===== config.mk =====
export PLATFORM = sky130hd
export DESIGN_NAME = rfdp_fifo_ctrl
export DESIGN_NICKNAME = d
export VERILOG_FILES = /design/src/rtl/rfdp_fifo_ctrl.sv
export SDC_FILE = /design/constraint.sdc
export NUM_CORES = 1
export LEC_CHECK = 0
export BUFFER_PORTS_ARGS = -buffer_cell sky130_fd_sc_hd__buf_2
export CAP_MARGIN = 15
export CELL_PAD_IN_SITES_DETAIL_PLACEMENT = 1
export CELL_PAD_IN_SITES_GLOBAL_PLACEMENT = 2
export CORE_MARGIN = 5
export CORE_UTILIZATION = 28
export CTS_BUF_LIST = sky130_fd_sc_hd__clkbuf_16
export DETAILED_ROUTE_END_ITERATION = 7
export PLACE_DENSITY_LB_ADDON = 0.1
export SLEW_MARGIN = 0
export SYNTH_ARGS = -nofsm -noshare
export SYNTH_HDL_FRONTEND = slang
export SYNTH_SLANG_ARGS = --single-unit

===== constraint.sdc =====
create_clock -name clk -period 5.5 [get_ports clk]
set_input_delay 1.1 -clock clk [delete_from_list [all_inputs] [get_ports clk]]
set_output_delay 1.1 -clock clk [all_outputs]
set_load 0.02 [all_outputs]

===== src/rtl/rfdp_fifo_ctrl.sv =====
// rfdp_fifo_ctrl: valid/ready stream FIFO built around a 1W/1R register-file SRAM.
// Writes go straight to the SRAM port B. Reads are prefetched through port A into a
// 2-entry output buffer that hides the SRAM's 1-cycle read latency.
module rfdp_fifo_ctrl #(
   parameter int unsigned DEPTH = 1024,
   parameter int unsigned WIDTH = 16,
   localparam int unsigned AW = $clog2(DEPTH)
) (
   input  logic             clk,
   input  logic             rst,
   input  logic             clr,
   input  logic             wr_valid,
   output logic             wr_ready,
   input  logic [WIDTH-1:0] wr_data,
   output logic             rd_valid,
   input  logic             rd_ready,
   output logic [WIDTH-1:0] rd_data,
   output logic [AW+1:0]    count,
   output logic [AW-1:0]    sram_ab,
   output logic [WIDTH-1:0] sram_db,
   output logic             sram_cenb,
   output logic [AW-1:0]    sram_aa,
   output logic             sram_cena,
   input  logic [WIDTH-1:0] sram_qa
);

   localparam logic [AW:0] FullCnt = (AW+1)'(DEPTH);

   logic [AW-1:0]    wptr_q, wptr_d;
   logic [AW-1:0]    rptr_q, rptr_d;
   logic [AW:0]      sram_cnt_q, sram_cnt_d;
   logic             inflight_q, inflight_d;
   logic [1:0]       buf_cnt_q, buf_cnt_d;
   logic [WIDTH-1:0] buf0_q, buf0_d;
   logic [WIDTH-1:0] buf1_q, buf1_d;
   logic [AW+1:0]    count_q, count_d;
   logic             rd_valid_q, rd_valid_d;

   logic             wr_hs;
   logic             rd_hs;
   logic             issue;
   logic             push;
   logic [2:0]       occ;
   logic [1:0]       widx;

   // Handshakes, read-issue decision and SRAM port drive
   always_comb begin
      wr_ready  = ~rst & ~clr & (sram_cnt_q != FullCnt);
      wr_hs     = wr_valid & wr_ready;
      rd_hs     = rd_valid_q & rd_ready & ~rst & ~clr;
      // Buffer slots that will be committed after this cycle, counting the word in flight
      occ       = {1'b0, buf_cnt_q} + {2'b00, inflight_q} - {2'b00, rd_hs};
      issue     = ~rst & ~clr & (sram_cnt_q != '0) & (occ < 3'd2);
      push      = inflight_q & ~rst & ~clr;
      sram_cenb = ~wr_hs;
      sram_ab   = wptr_q;
      sram_db   = wr_data;
      sram_cena = ~issue;
      sram_aa   = rptr_q;
   end

   // Next-state for pointers, occupancy and the output buffer
   always_comb begin
      wptr_d     = wr_hs ? wptr_q + AW'(1) : wptr_q;
      rptr_d     = issue ? rptr_q + AW'(1) : rptr_q;
      sram_cnt_d = sram_cnt_q + (AW+1)'(wr_hs) - (AW+1)'(issue);
      inflight_d = issue;
      buf0_d     = buf0_q;
      buf1_d     = buf1_q;
      // Pop shifts the second entry to the head before the returning word lands
      if (rd_hs) begin
         buf0_d = buf1_q;
      end
      widx = buf_cnt_q - {1'b0, rd_hs};
      if (push) begin
         if (widx == 2'd0) begin
            buf0_d = sram_qa;
         end else begin
            buf1_d = sram_qa;
         end
      end
      buf_cnt_d  = buf_cnt_q + {1'b0, push} - {1'b0, rd_hs};
      count_d    = {1'b0, sram_cnt_d} + (AW+2)'(inflight_d) + (AW+2)'(buf_cnt_d);
      rd_valid_d = (buf_cnt_d != 2'd0);
   end

   // State registers: rst clears everything, clr empties the FIFO but keeps data regs
   always_ff @(posedge clk) begin
      if (rst) begin
         wptr_q     <= '0;
         rptr_q     <= '0;
         sram_cnt_q <= '0;
         inflight_q <= 1'b0;
         buf_cnt_q  <= '0;
         buf0_q     <= '0;
         buf1_q     <= '0;
         count_q    <= '0;
         rd_valid_q <= 1'b0;
      end else if (clr) begin
         wptr_q     <= '0;
         rptr_q     <= '0;
         sram_cnt_q <= '0;
         inflight_q <= 1'b0;
         buf_cnt_q  <= '0;
         count_q    <= '0;
         rd_valid_q <= 1'b0;
      end else begin
         wptr_q     <= wptr_d;
         rptr_q     <= rptr_d;
         sram_cnt_q <= sram_cnt_d;
         inflight_q <= inflight_d;
         buf_cnt_q  <= buf_cnt_d;
         buf0_q     <= buf0_d;
         buf1_q     <= buf1_d;
         count_q    <= count_d;
         rd_valid_q <= rd_valid_d;
      end
   end

   // Registered stream outputs
   always_comb begin
      rd_valid = rd_valid_q;
      rd_data  = buf0_q;
      count    = count_q;
   end

endmodule


======== After elaboration in Yosys (flattened, before gate mapping) ========
Index checks and enable logic that the tools add are counted.
word-level totals
  output and inout bits ................... 68
  word-level logic and storage cells ...... 45
  flip-flop bits (word level) ............. 79
operators by class
  equality and inequality tests ........... 1
  $add $sub $neg .......................... 11
  bitwise gates (word level) .............. 15
  magnitude comparators ................... 1
  reduce and logical (&&, ||, !) cells .... 5
  mux-type cells .......................... 3
operator list
  kind                                                                   number
  16-bit 2-to-1 mux                                                      3
  10-bit by 1-bit adder with 10-bit output (second input constant)       2
  11-bit by 1-bit adder with 12-bit output                               1
  12-bit by 2-bit adder with 12-bit output                               1
  11-bit by 1-bit adder with 11-bit output                               1
  11-bit inequality test (second input constant)                         1
  11-bit nonzero test                                                    1
  11-bit by 1-bit subtractor with 11-bit output                          1
  1-bit bitwise AND                                                      10
  1-bit inverter                                                         5
  2-bit by 1-bit subtractor with 2-bit output                            2
  2-bit by 1-bit adder with 3-bit output                                 1
  3-bit by 2-bit < comparator with 1-bit output (second input constant)  1
  3-bit AND reduction                                                    1
  3-bit by 1-bit subtractor with 3-bit output                            1
  2-bit by 1-bit adder with 2-bit output                                 1
  2-bit zero test                                                        1
  2-bit nonzero test                                                     1
  2-bit OR reduction                                                     1

======== Longest topological paths before layout ========
  depth after elaboration ................. 9
  mapped depth ............................ 22
  gate-level depth less buffers ........... 20

======== Worst setup path before layout ========
No wires, ideal clock.
  kind .................................... input to register
  start ................................... input rst
  end ..................................... register count_q[9] (netlist: count[9])
  slack ................................... 0.088 ns
  cell stages on the path ................. 21
  setup time .............................. 0.123 ns
  buffers on the path ..................... 3
  data required time ...................... 5.377 ns
  data arrival time ....................... 5.289 ns
  cell sequence ........................... buf_2 -> or2_1 -> clkbuf_1 -> or3_1 -> inv_1 -> o21ai_0 -> fa_1 -> nor3b_2 -> o211a_1 -> buf_2 -> nand2_1 -> nand2_1 -> ha_1 -> inv_1 -> fa_1 -> and2b_4 -> o21ai_1 -> xnor2_2 -> o211ai_2 -> nor4_2 -> mux2_1
on the way
  cells in the longest elaborated chain, start to end .. 9
  elaborated cells between the ends (all ways) .. 19
  those cells by class .................... 7 x add/sub; 1 x order compare; 10 x bitwise; 1 x reduce/logical
RTL lines
  element                                        RTL line  text
  start, declared                                10        input logic rst,
  1-bit inverter                                 --
  1-bit bitwise AND (2 in series)                50        rd_hs = rd_valid_q & rd_ready & ~rst & ~clr;
  3-bit by 1-bit subtractor with 3-bit output    52        occ = {1'b0, buf_cnt_q} + {2'b00, inflight_q} - {2'b00, rd_hs};
  3-bit by 2-bit < comparator with 1-bit output  53        issue = ~rst & ~clr & (sram_cnt_q != '0) & (occ < 3'd2);
  1-bit bitwise AND                              53
  11-bit by 1-bit subtractor with 11-bit output  66        sram_cnt_d = sram_cnt_q + (AW+1)'(wr_hs) - (AW+1)'(issue);
  11-bit by 1-bit adder with 12-bit output       83        count_d = {1'b0, sram_cnt_d} + (AW+2)'(inflight_d) + (AW+2)'(buf_cnt_d);
  12-bit by 2-bit adder with 12-bit output       83
  end signal, assigned                           115       count_q <= count_d;
  end, declared                                  36        logic [AW+1:0] count_q, count_d;
Several ways; a longest one is shown, not always the timed one.
A chain may end at the register's enable or synchronous reset.

======== Final worst setup path ========
  start ................................... input clr
  end ..................................... register count_q[10] (netlist: count[10])
on the way
  cells in the longest elaborated chain, start to end .. 8
  elaborated cells between the ends (all ways) .. 17
  those cells by class .................... 7 x add/sub; 1 x order compare; 8 x bitwise; 1 x reduce/logical
RTL lines
  element                                                                                    RTL line    text
  start, declared                                                                            11          input logic clr,
  1-bit inverter                                                                             --
  1-bit bitwise AND, on equally long branches                                                48, 53, 50
  1-bit bitwise AND / 3-bit by 1-bit subtractor with 3-bit output (equally long branches)    48, 52
  1-bit bitwise AND / 3-bit by 2-bit < comparator with 1-bit output (equally long branches)  49, 53
  11-bit by 1-bit adder with 11-bit output / 1-bit bitwise AND (equally long branches)       66, 53
  11-bit by 1-bit subtractor with 11-bit output                                              66
  11-bit by 1-bit adder with 12-bit output                                                   83
  12-bit by 2-bit adder with 12-bit output                                                   83
Several ways; a longest one is shown, not always the timed one.

==> qor.yml <==
outcome:
  outcome: "completed"
synthesis:
  netlist.top_cell.by_area: "dfxtp_1"
  synthFlopType: "dfxtp_1"
  edff_count_synth: 0
  seq_area_frac_synth_pct: 37.90
  synth_top_cell_area_share_pct: 37.90
  synth_area_per_cell_sq_um: 8.675
  main_combinational_cell_family_by_area_after_synthesis: "simple AND/OR/NAND/NOR gates"
  synth_seq_cells: 79
  synth-warning-count: 0
  syn-instance-count: 481
  ys_async_sr_fraction_pct: 0
  yosys.cell_types.count: 55
  post_synth_fa_ha_maj_area_fraction_pct: 7.436
  post_synthesis_compound_gate_area_fraction_pct: 12.44
  synthesis.nets: 541
  post_synth_instance_area_sq_um: 4173
  muxShareOfSynthArea_pct: 5.667
  synth_simple_gate_area_share_pct: 22.97
  ys_top_cells_by_area: "dfxtp_1 38%, nor2_1 6.0%, ha_1 6.0%"
  synthesized_area_fraction_occupied_by_xor_and_xnor_cells_pct: 6.477
job:
  maxCapViolCount: 0
global_route:
  first_global_vias: 3744
  global_route.peak_usage_layer: "met2"
  number_of_antenna_violations_at_the_first_check_in_global_routing: 0
  global_route.overflow_total: 0
  met1_usage_pct: 17.11
  grt_util_all_layers_pct: 13.89
  grt_start_max_net_pins: 51
  grt_pass1_wl_microns: 19720
  grtUsageMet3_pct: 2.863
  use_met2_pct: 23.47
setup_path:
  criticalPathCategory: "primary input to flop"
  data_arrival_time_of_the_critical_path_ns: 5.37
  worst_path_max_fanout: 4
  cp-end-kind: "flop"
  required_ns: 5.77
  timing.critical_path.from_type: "primary input"
floorplan:
  floorplan.initialDensity_pct: 28.60
  core.rowCount: 44
  die_height_microns: 132.1
  core_sq_um: 14590
  dieArea_sq_um: 17440
  floorplan.die.width_microns: 132.1
  top_level_port_count: 105
final_layout:
  footprint_of_the_multi_input_gates_sq_um: 2295
  fill_cells: 1733
  n_antenna_cell: 0
  syn_to_final_growth_pct: 19.04
  drive_gt1_share_pct: 22.98
  final_core_utilization_pct: 34.05
  seq_area_sq_um: 1582
  layout.cells.most_common: "dfxtp_1"
  final_cell_mix: "79 x dfxtp_1, 72 x buf_2, 67 x nor2_1"
  finalNetCount: 599
clock_tree:
  ctsLongestPathBuffers: 2
  clk_root_buffer_cell: "clkbuf_16"
  clkSlewWorstSetupHoldPaths_ns: 0.06
  postCtsSetupBuffers: 0
  clkLatencyLatePin_ns: 0.34
  cts_hold_buffers: 0
  post_cts_resize_count: 0
  cts_buffers: 9
  htree_num_levels: 3
  cts_tree: "built"
  cts_sinks: 79
detailed_routing:
  vias: 3507
  post_detailed_route_via_to_cell_ratio: 4.817
  detailedRoute.firstIterationViolations: 140
  ant_nets: 0
  wl_per_instance_microns: 16.24
  first_pass_iters: 4
  route.final.wire_length_microns: 11820
  post-route-drc-count: 0
place:
  dp_hpwl_microns: 8678
  place_congestion: 0.7535
  place_worst_setup_slack_ns: 0.05087
  portBuffers: 72
timing:
  final.period_utilization_pct: 92.72
  clock_skew_ns: 0.005472
  timing.slew.headroom_pct: 43.78
  fin_worst_hold_slack_ns: 0.4781
  final_period_minus_worst_setup_slack_ns: 5.099
  final-hold-violation-count: 0
  timing.final.max_slew_violations: 0
  setup-tns-final_ns: 0
  timing_worst_slew_pin_value_ns: 0.8433
  rsz0062_at_grt: "no"
  setup_viol: 0
  post-route-worst-setup-slack_ns: 0.4005
  max_freq_ghz: 0.1961
power:
  power_density_nw_per_um2: 491.6
  power.total_mw: 2.442
  worst_ir_drop_vdd_uv: 313.8
  leakage_nw: 2.231
min_path:
  hold_class: "flop to flop"
kinds of logic after synthesis:
logic type | Yosys count
mux | 23
compound gates | 77
fa+ha+maj | 23
simple gates | 189
buf+inv | 60
xor+xnor | 30
flops | 79
synthesized netlist by cell type (15+ instances only):
| cell | count |
|---|---|
| xor2_1 | 15 |
| a21oi_1 | 15 |
| dfxtp_1 | 79 |
| nand2_1 | 38 |
| o21ai_0 | 23 |
| inv_1 | 21 |
| mux2i_1 | 21 |
| nor3_1 | 18 |
| ha_1 | 20 |
| nor2_1 | 67 |
| buf_4 | 17 |
final cells by class:
cell class	instances	share of cell area, %
multi-input combinational	342	46.20
sequential	79	31.84
timing repair buffer	85	9.219
tap	184	4.635
clock buffer	9	4.534
clock inverter	7	1.914
inverter	22	1.662
metrics by stage:
step	area, sq um	cells
after floorplan	4173	481
after global placement	4647	712
after detailed placement	4647	712
after CTS	4967	728
after global routing	4967	728
final	4967	728
registers in the layout (all words and copies together) (netlist names):
| signal | count |
|---|---|
| buf1_q | 16 |
| rd_data | 16 |
| count | 12 |
| sram_cnt_q | 11 |
| sram_aa | 10 |
| sram_ab | 10 |
| buf_cnt_q | 2 |
| inflight_q | 1 |
| rd_valid | 1 |
per-layer routing:
metal | part of all wire, % | wire, microns | vias up
li1 | - | - | 1749
met1 | 45 | 5349 | 1679
met2 | 49 | 5794 | 62
met3 | 3.7 | 443 | 17
met4 | 2.0 | 233 | 0
met5 | 0 | 0 | -
worst max-delay path, stage by stage:
cell	delay, ns
buf_2	0.10
or2_2	0.33
or3_1	0.38
inv_1	0.11
o21ai_0	0.12
fa_1	0.49
nor3b_2	0.15
o211a_1	0.23
nand2_1	0.12
nand2_1	0.08
ha_1	0.20
inv_1	0.07
fa_1	0.37
and2b_4	0.28
o211ai_2	0.10
a31oi_1	0.33
mux2_4	0.34
or3_1	0.34
mux2i_1	0.13
path summary, 6_finish.rpt:
kind,startpoint,cells after the start,slack [ns],end
setup / recovery,clr,19,0.40,count[10]
hold / removal,buf1_q[9],2,0.48,rd_data[9]
setup reg to reg,rd_valid,18,1.14,count[10]
hold reg to reg,buf1_q[9],2,0.48,rd_data[9]
report_power, final:
part | leakage [nW] | internal, mW | switching (mW)
sequential | 0.640 | 0.636 | 0.0346
combinational | 1.43 | 0.452 | 0.665
clock | 0.156 | 0.399 | 0.255
total | 2.23 | 1.49 | 0.955
No activity file was read; power rests on OpenSTA's default activity.
